--- config.mk ---
export PLATFORM = sky130hd
export DESIGN_NAME = vend_ctrl_multi
export DESIGN_NICKNAME = d
export VERILOG_FILES = /design/src/rtl/vend_ctrl_multi.sv
export SDC_FILE = /design/constraint.sdc
export NUM_CORES = 1
export LEC_CHECK = 0
export CAP_MARGIN = 25
export CORE_ASPECT_RATIO = 0.7
export CORE_MARGIN = 4
export CORE_UTILIZATION = 35
export DETAILED_ROUTE_END_ITERATION = 6
export PLACE_DENSITY = 0.54
export SLEW_MARGIN = 20
export SYNTH_ARGS = -nofsm -noshare
export SYNTH_HDL_FRONTEND = slang
export SYNTH_SLANG_ARGS = --single-unit
export TNS_END_PERCENT = 1
--- constraint.sdc ---
create_clock -name CLK -period 4 [get_ports CLK]
set_input_delay 0.8 -clock CLK [delete_from_list [all_inputs] [get_ports CLK]]
set_output_delay 0.8 -clock CLK [all_outputs]
set_load 0.01 [all_outputs]
--- src/rtl/vend_ctrl_multi.sv ---
// vend_ctrl_multi: multi-product vending controller with programmable price/stock, bounded credit and greedy change.
//   CLK, RST (async, active high); Manage/Confirm/ProdSel/PriceIn/StockIn program products in PROG;
//   Coin50..Coin1000 insert credit; Start/Done/TakeOut/Return are customer and brewer events;
//   Return50..Return1000 one-cycle coin-eject pulses; Making/Coffee brew status; Sum credit; SoldOut per product.
module vend_ctrl_multi #(
   parameter int N_PROD     = 4,
   parameter int CW         = 8,
   parameter int SW         = 4,
   parameter int MAX_CREDIT = 200
) (
   input  logic              CLK,
   input  logic              RST,
   input  logic              Manage,
   input  logic              Confirm,
   input  logic [N_PROD-1:0] ProdSel,
   input  logic [CW-1:0]     PriceIn,
   input  logic [SW-1:0]     StockIn,
   input  logic              Coin50,
   input  logic              Coin100,
   input  logic              Coin500,
   input  logic              Coin1000,
   input  logic              Start,
   input  logic              Done,
   input  logic              TakeOut,
   input  logic              Return,
   output logic              Return50,
   output logic              Return100,
   output logic              Return500,
   output logic              Return1000,
   output logic              Making,
   output logic              Coffee,
   output logic [CW-1:0]     Sum,
   output logic [N_PROD-1:0] SoldOut
);
   localparam int IW = (N_PROD > 1) ? $clog2(N_PROD) : 1;
   typedef enum logic [2:0] {IDLE, PROG, CREDIT, SELECTED, MAKING, SERVE, CHANGE} state_t;
   state_t            state;
   logic [9:0]        ev_s, ev_p, ev;
   logic [N_PROD-1:0] sel_s, sel_p;
   logic [CW-1:0]     price_s;
   logic [SW-1:0]     stock_s;
   logic [CW-1:0]     price [N_PROD];
   logic [SW-1:0]     stock [N_PROD];
   logic [CW-1:0]     sum, coin_v, chg_v;
   logic [IW-1:0]     cur, idx;
   logic [3:0]        ret, coin_r, chg_r;
   logic              making, coffee, one_hot, sel_ok, fits;
   // ev bits: 0 Manage, 1 Confirm, 2..5 coins (50..1000), 6 Start, 7 Done, 8 TakeOut, 9 Return
   assign ev = ev_s & ~ev_p;
   assign one_hot = (sel_s != '0) && ((sel_s & (sel_s - N_PROD'(1))) == '0);
   always_comb begin
      idx = '0;
      for (int i = 0; i < N_PROD; i++)
         if (sel_s[i]) idx = IW'(i);
   end
   assign sel_ok = (|(sel_s & ~sel_p)) && one_hot && price[idx] != '0 && price[idx] <= sum && stock[idx] != '0;
   // Simultaneous coins: only the highest denomination is considered
   assign coin_r = ev[5] ? 4'b1000 : ev[4] ? 4'b0100 : ev[3] ? 4'b0010 : ev[2] ? 4'b0001 : 4'b0000;
   assign coin_v = ev[5] ? CW'(20) : ev[4] ? CW'(10) : ev[3] ? CW'(2) : ev[2] ? CW'(1) : '0;
   assign fits = ({1'b0, sum} + {1'b0, coin_v}) <= (CW + 1)'(MAX_CREDIT);
   assign chg_r = sum >= CW'(20) ? 4'b1000 : sum >= CW'(10) ? 4'b0100 : sum >= CW'(2) ? 4'b0010 : 4'b0001;
   assign chg_v = sum >= CW'(20) ? CW'(20) : sum >= CW'(10) ? CW'(10) : sum >= CW'(2) ? CW'(2) : CW'(1);
   always_comb
      for (int i = 0; i < N_PROD; i++) SoldOut[i] = stock[i] == '0;
   assign {Return1000, Return500, Return100, Return50} = ret;
   assign Making = making;
   assign Coffee = coffee;
   assign Sum    = sum;
   always_ff @(posedge CLK or posedge RST) begin
      if (RST) begin
         state   <= IDLE;
         ev_s    <= '0;
         ev_p    <= '0;
         sel_s   <= '0;
         sel_p   <= '0;
         price_s <= '0;
         stock_s <= '0;
         sum     <= '0;
         cur     <= '0;
         ret     <= '0;
         making  <= 1'b0;
         coffee  <= 1'b0;
         for (int i = 0; i < N_PROD; i++) begin
            price[i] <= '0;
            stock[i] <= '0;
         end
      end else begin
         ev_s    <= {Return, TakeOut, Done, Start, Coin1000, Coin500, Coin100, Coin50, Confirm, Manage};
         ev_p    <= ev_s;
         sel_s   <= ProdSel;
         sel_p   <= sel_s;
         price_s <= PriceIn;
         stock_s <= StockIn;
         ret     <= '0;
         case (state)
            IDLE, CREDIT:
               if (ev[9] && sum != '0) state <= CHANGE;
               else if (state == IDLE && ev[0] && sum == '0) state <= PROG;
               else if (coin_v != '0) begin
                  if (fits) begin
                     sum   <= sum + coin_v;
                     state <= CREDIT;
                  end else ret <= coin_r;
               end else if (state == CREDIT && sel_ok) begin
                  cur   <= idx;
                  state <= SELECTED;
               end
            PROG:
               if (ev[0]) state <= IDLE;
               else if (ev[1] && one_hot) begin
                  price[idx] <= price_s;
                  stock[idx] <= stock_s;
               end
            SELECTED:
               if (ev[6]) begin
                  sum        <= sum - price[cur];
                  stock[cur] <= stock[cur] - SW'(1);
                  making     <= 1'b1;
                  state      <= MAKING;
               end else if (ev[9]) state <= CHANGE;
            MAKING:
               if (ev[7]) begin
                  making <= 1'b0;
                  coffee <= 1'b1;
                  state  <= SERVE;
               end
            SERVE:
               if (ev[8]) begin
                  coffee <= 1'b0;
                  state  <= (sum != '0) ? CREDIT : IDLE;
               end
            CHANGE:
               if (sum == '0) state <= IDLE;
               else begin
                  sum <= sum - chg_v;
                  ret <= chg_r;
               end
            default: state <= IDLE;
         endcase
      end
   end
endmodule
==> impl_summary.txt <==
----------------------------------------------------
[Synth]
  Syn Std Cell Area ... 5910 sq um
  Total of warnings raised by yosys ... 0
  Share of synthesized flip-flops with an asynchronous set or reset ... 1.00
  Commonest register cell after synthesis ... sky130_fd_sc_hd__dfrtp_1
  Post-synthesis area per instance ... 11.1 sq um
  Synth Net Count ... 586
  Post-synth EDFFs ... 0
  Number of flip-flops and latches in the synthesized netlist ... 107
  Post-synthesis sequential area ratio ... 0.453
  Cells after Synth ... 533
  Number of library cell types mapped by synthesis ... 73

[Timing]
  Final Slew Violations ... 0
  Final setup TNS ... 0 ps
  Minimum clock period after layout ... 3680 ps
  Slew Limit Headroom ... 0.513
  Final WS setup ... 324 ps
  Fin. Hold Viols ... 0
  Post-route clock period utilization ... 0.919
  Least-Margin Pin Slew ... 724 ps
  Fmax ... 0.272 GHz
  Unrepaired setup endpoints after global routing ... no
  Skew final ... 10.6 ps
  Count of endpoints failing setup in the final report ... 0

[Critical path]
  Endpoint kind of the worst setup timing path ... flip-flop
  Launch instance of the worst register-to-register path ... ev_s[5]
  R2R setup slack ... 320 ps
  Most repeated library cell on the critical path ... sky130_fd_sc_hd__ha_1
  Worst EP required ... 4280 ps
  Worst setup path endpoint ... Sum[7]
  Slowest cell on the critical path ... sky130_fd_sc_hd__o41ai_1
  Critical path fanouts, max ... 7
  CP Class ... flip-flop to flip-flop
  Ordered list of cells on the worst path ... nand2b_1, nand3_1, nor3b_2, inv_1, ha_1, and3_1, ha_1, a221oi_1, ha_1, o2111ai_1, nand3_1, o41ai_1, xnor2_1, a211oi_1, xnor2_1
  Total number of cells along the worst setup path ... 15
  CP delay by family, top ... compound AO/OA/AOI/OAI gates
  Count of cells along the worst register-to-register path ... 15
  Worst setup path startpoint ... ev_s[5]
  Crit Reg-Reg Endpoint ... Sum[7]
  Kind of launch point of the worst setup path ... flip-flop
  Data arrival time of the critical path ... 3950 ps
  Delay of the slowest cell on the worst path ... 390 ps
  Count of buffering cells on the critical path with inverters included ... 1

[Placement]
  Routability-driven placement congestion ratio ... 0.901
  Detailed placer's ending HPWL ... 11600 microns
  Pre-CTS WS ... 273 ps
  Count of buffers inserted at the top-level ports ... 45

[Routing]
  Vias per Instance ... 5.54
  Total DRC errors in the routed layout ... 0
  First-pass iteration count of the detailed router ... 5
  Routed wire length per instance ... 19.0 microns
  Total wire length after detailed routing ... 15400 microns
  Post-route antenna net violation count ... 0
  DRC violation total after the first TritonRoute iteration ... 492
  DR vias ... 4475

[Floorplan]
  Die Span Y ... 117 microns
  Rows ... 39
  Area enclosed by the die boundary ... 19000 sq um
  Floorplan core area ... 16400 sq um
  Initial Utilization ... 0.359
  Die X ... 163 microns
  Count of boundary I/O pins ... 46

[Final layout]
  Final antenna diode count ... 0
  Final #Nets ... 631
  Layout cell share with drive strength beyond 1 ... 0.163
  Final core utilization ... 0.423
  Growth of design area from synthesis to finish ... 17.7%

[Power]
  Pwr per Cell Area ... 618 nW/um^2
  Sw Ratio ... 0.387
  Proportion of power drawn by combinational gates ... 0.430
  Leakage ... 3.05 nW
  Power dissipated by switching net loads ... 0.00166 W
  Int Pwr ... 0.00263 W
  Maximum ir drop on the vdd rail ... 222 uV
  Sequential fraction of design power ... 0.355
  Clock share of power ... 0.215

[Global route]
  Gr usage total ... 0.169
  Number of global-route vias before repair ... 4576
  Final global-route overflow total ... 0
  Initial antenna violation count ... 0
  Global-route wire length before repair ... 24800 microns
  Pin count of the biggest net entering global routing ... 56

[Min path]
  Hold path depth ... 0
  Min-delay worst type ... flip-flop to flip-flop

[Clock tree]
  Clk sink count ... 107
  CTS clk-pin slew, worst paths ... 70 ps
  Clock tree from TritonCTS ... built
  CTS root buffer ... sky130_fd_sc_hd__clkbuf_16
  Clock Latency Late Sink ... 360 ps
  Longest Clk Path Bufs ... 2
  H-tree levels ... 3
  Number of buffers created by CTS ... 9

[Job]
  Max-cap violations ... 0

[Status]
  Run status ... finished clean

----------------------------------------------------
## layout by cell type (no fill, tap or decap), types with 11 or more instances in the layout
cell	synthesis	routed
sky130_fd_sc_hd__a21oi_1	17	17
sky130_fd_sc_hd__clkdlybuf4s50_1	0	45
sky130_fd_sc_hd__dfrtp_1	107	107
sky130_fd_sc_hd__ha_1	23	23
sky130_fd_sc_hd__inv_1	29	28
sky130_fd_sc_hd__mux2_2	39	39
sky130_fd_sc_hd__mux4_2	12	12
sky130_fd_sc_hd__nand2_1	39	39
sky130_fd_sc_hd__nand2b_1	11	11
sky130_fd_sc_hd__nand3_1	13	13
sky130_fd_sc_hd__nor2_1	28	28
sky130_fd_sc_hd__o21ai_0	21	21
sky130_fd_sc_hd__o22ai_1	18	18
## per-layer routing
metal  wire length, microns  track usage  part of all wire
met2                   6540        0.245              0.43
met3                   1140       0.0469             0.074
met1                   7470        0.248              0.49
met5                      0            0                 0
met4                    235       0.0458             0.015
## layout make-up
cell class	count	area (sq um)
sequential	107	2680
tap	225	282
clock inverter	6	71.3
multi-input combinational	377	3040
inverter	29	111
clock buffer	10	239
fill	1561	9500
timing repair buffer	54	531
## power groups by stage
stage	registers [W]	logic (W)	clock network [W]
detailed placement	0.00154	0.00182	0
global route	0.00155	0.00205	0.000996
CTS	0.00152	0.00183	0.000953
floorplan	0.00142	0.00132	0
global placement	0.00153	0.00178	0
finish	0.00152	0.00185	0.000924
## cells in the mapped netlist, types with 7 or more instances
cell | count | area (sq um)
sky130_fd_sc_hd__a21oi_1 | 17 | 85.1
sky130_fd_sc_hd__clkbuf_1 | 12 | 45.0
sky130_fd_sc_hd__dfrtp_1 | 107 | 2680
sky130_fd_sc_hd__ha_1 | 23 | 288
sky130_fd_sc_hd__inv_1 | 29 | 109
sky130_fd_sc_hd__mux2_1 | 9 | 101
sky130_fd_sc_hd__mux2_2 | 39 | 439
sky130_fd_sc_hd__mux2i_1 | 9 | 90.1
sky130_fd_sc_hd__mux4_2 | 12 | 270
sky130_fd_sc_hd__nand2_1 | 39 | 146
sky130_fd_sc_hd__nand2b_1 | 11 | 68.8
sky130_fd_sc_hd__nand3_1 | 13 | 65.1
sky130_fd_sc_hd__nor2_1 | 28 | 105
sky130_fd_sc_hd__nor2b_1 | 9 | 56.3
sky130_fd_sc_hd__nor4_1 | 7 | 43.8
sky130_fd_sc_hd__o21ai_0 | 21 | 105
sky130_fd_sc_hd__o22ai_1 | 18 | 113
sky130_fd_sc_hd__xnor2_1 | 9 | 78.8
## sequential cells by signal, indices dropped and copies added, names as in the netlist, 4 cells and up
register / flops
stock: 16
price: 32
ev_p: 10
ev_s: 10
stock_s: 4
ret: 4
sel_p: 4
Sum: 8
price_s: 8
sel_s: 4
## timing repair
action	CTS	global route
buffers inserted	0	0
endpoints found under the setup margin	0	4
hold endpoints to repair	0	0
gates resized for setup	0	3
hold buffers	0	0
## metrics by stage
stage	area, sq um	hold slack [ps]	std cells	power (W)
after floorplan	5910	346	533	0.00275
after global placement	6620	355	792	0.00331
after detailed placement	6620	360	792	0.00336
after CTS	6930	376	808	0.00430
after global routing	6950	384	808	0.00460
final	6950	370	808	0.00430
## worst min path at each step
stage          startpoint  endpoint
2_1_floorplan     ev_s[1]   ev_p[1]
3_3_place_gp      ev_s[0]   ev_p[0]
3_5_place_dp      ev_s[0]   ev_p[0]
4_1_cts           ev_s[0]   ev_p[0]
5_1_grt           ev_s[0]   ev_p[0]
6_report          ev_s[0]   ev_p[0]
## worst reg2reg max path: cells and delay by family (launching register included)
family | cells | cell delay (ps)
xor+xnor | 2 | 290
compound gates | 4 | 1100
buf+inv | 1 | 100
simple gates | 5 | 920
flops | 1 | 380
fa+ha+maj | 3 | 830
## cell families after synthesis
| logic type | after synthesis | share of synthesized area |
|---|---|---|
| adders and majority gates | 25 | 0.0555 |
| xor gates and xnor gates | 13 | 0.0193 |
| AOI/OAI and AO/OA | 119 | 0.144 |
| and+or+nand+nor | 149 | 0.135 |
| muxes | 71 | 0.158 |
| buffers and inverters | 49 | 0.0354 |
| DFF | 107 | 0.453 |
Note: power is estimated with default switching activity, not from simulation.
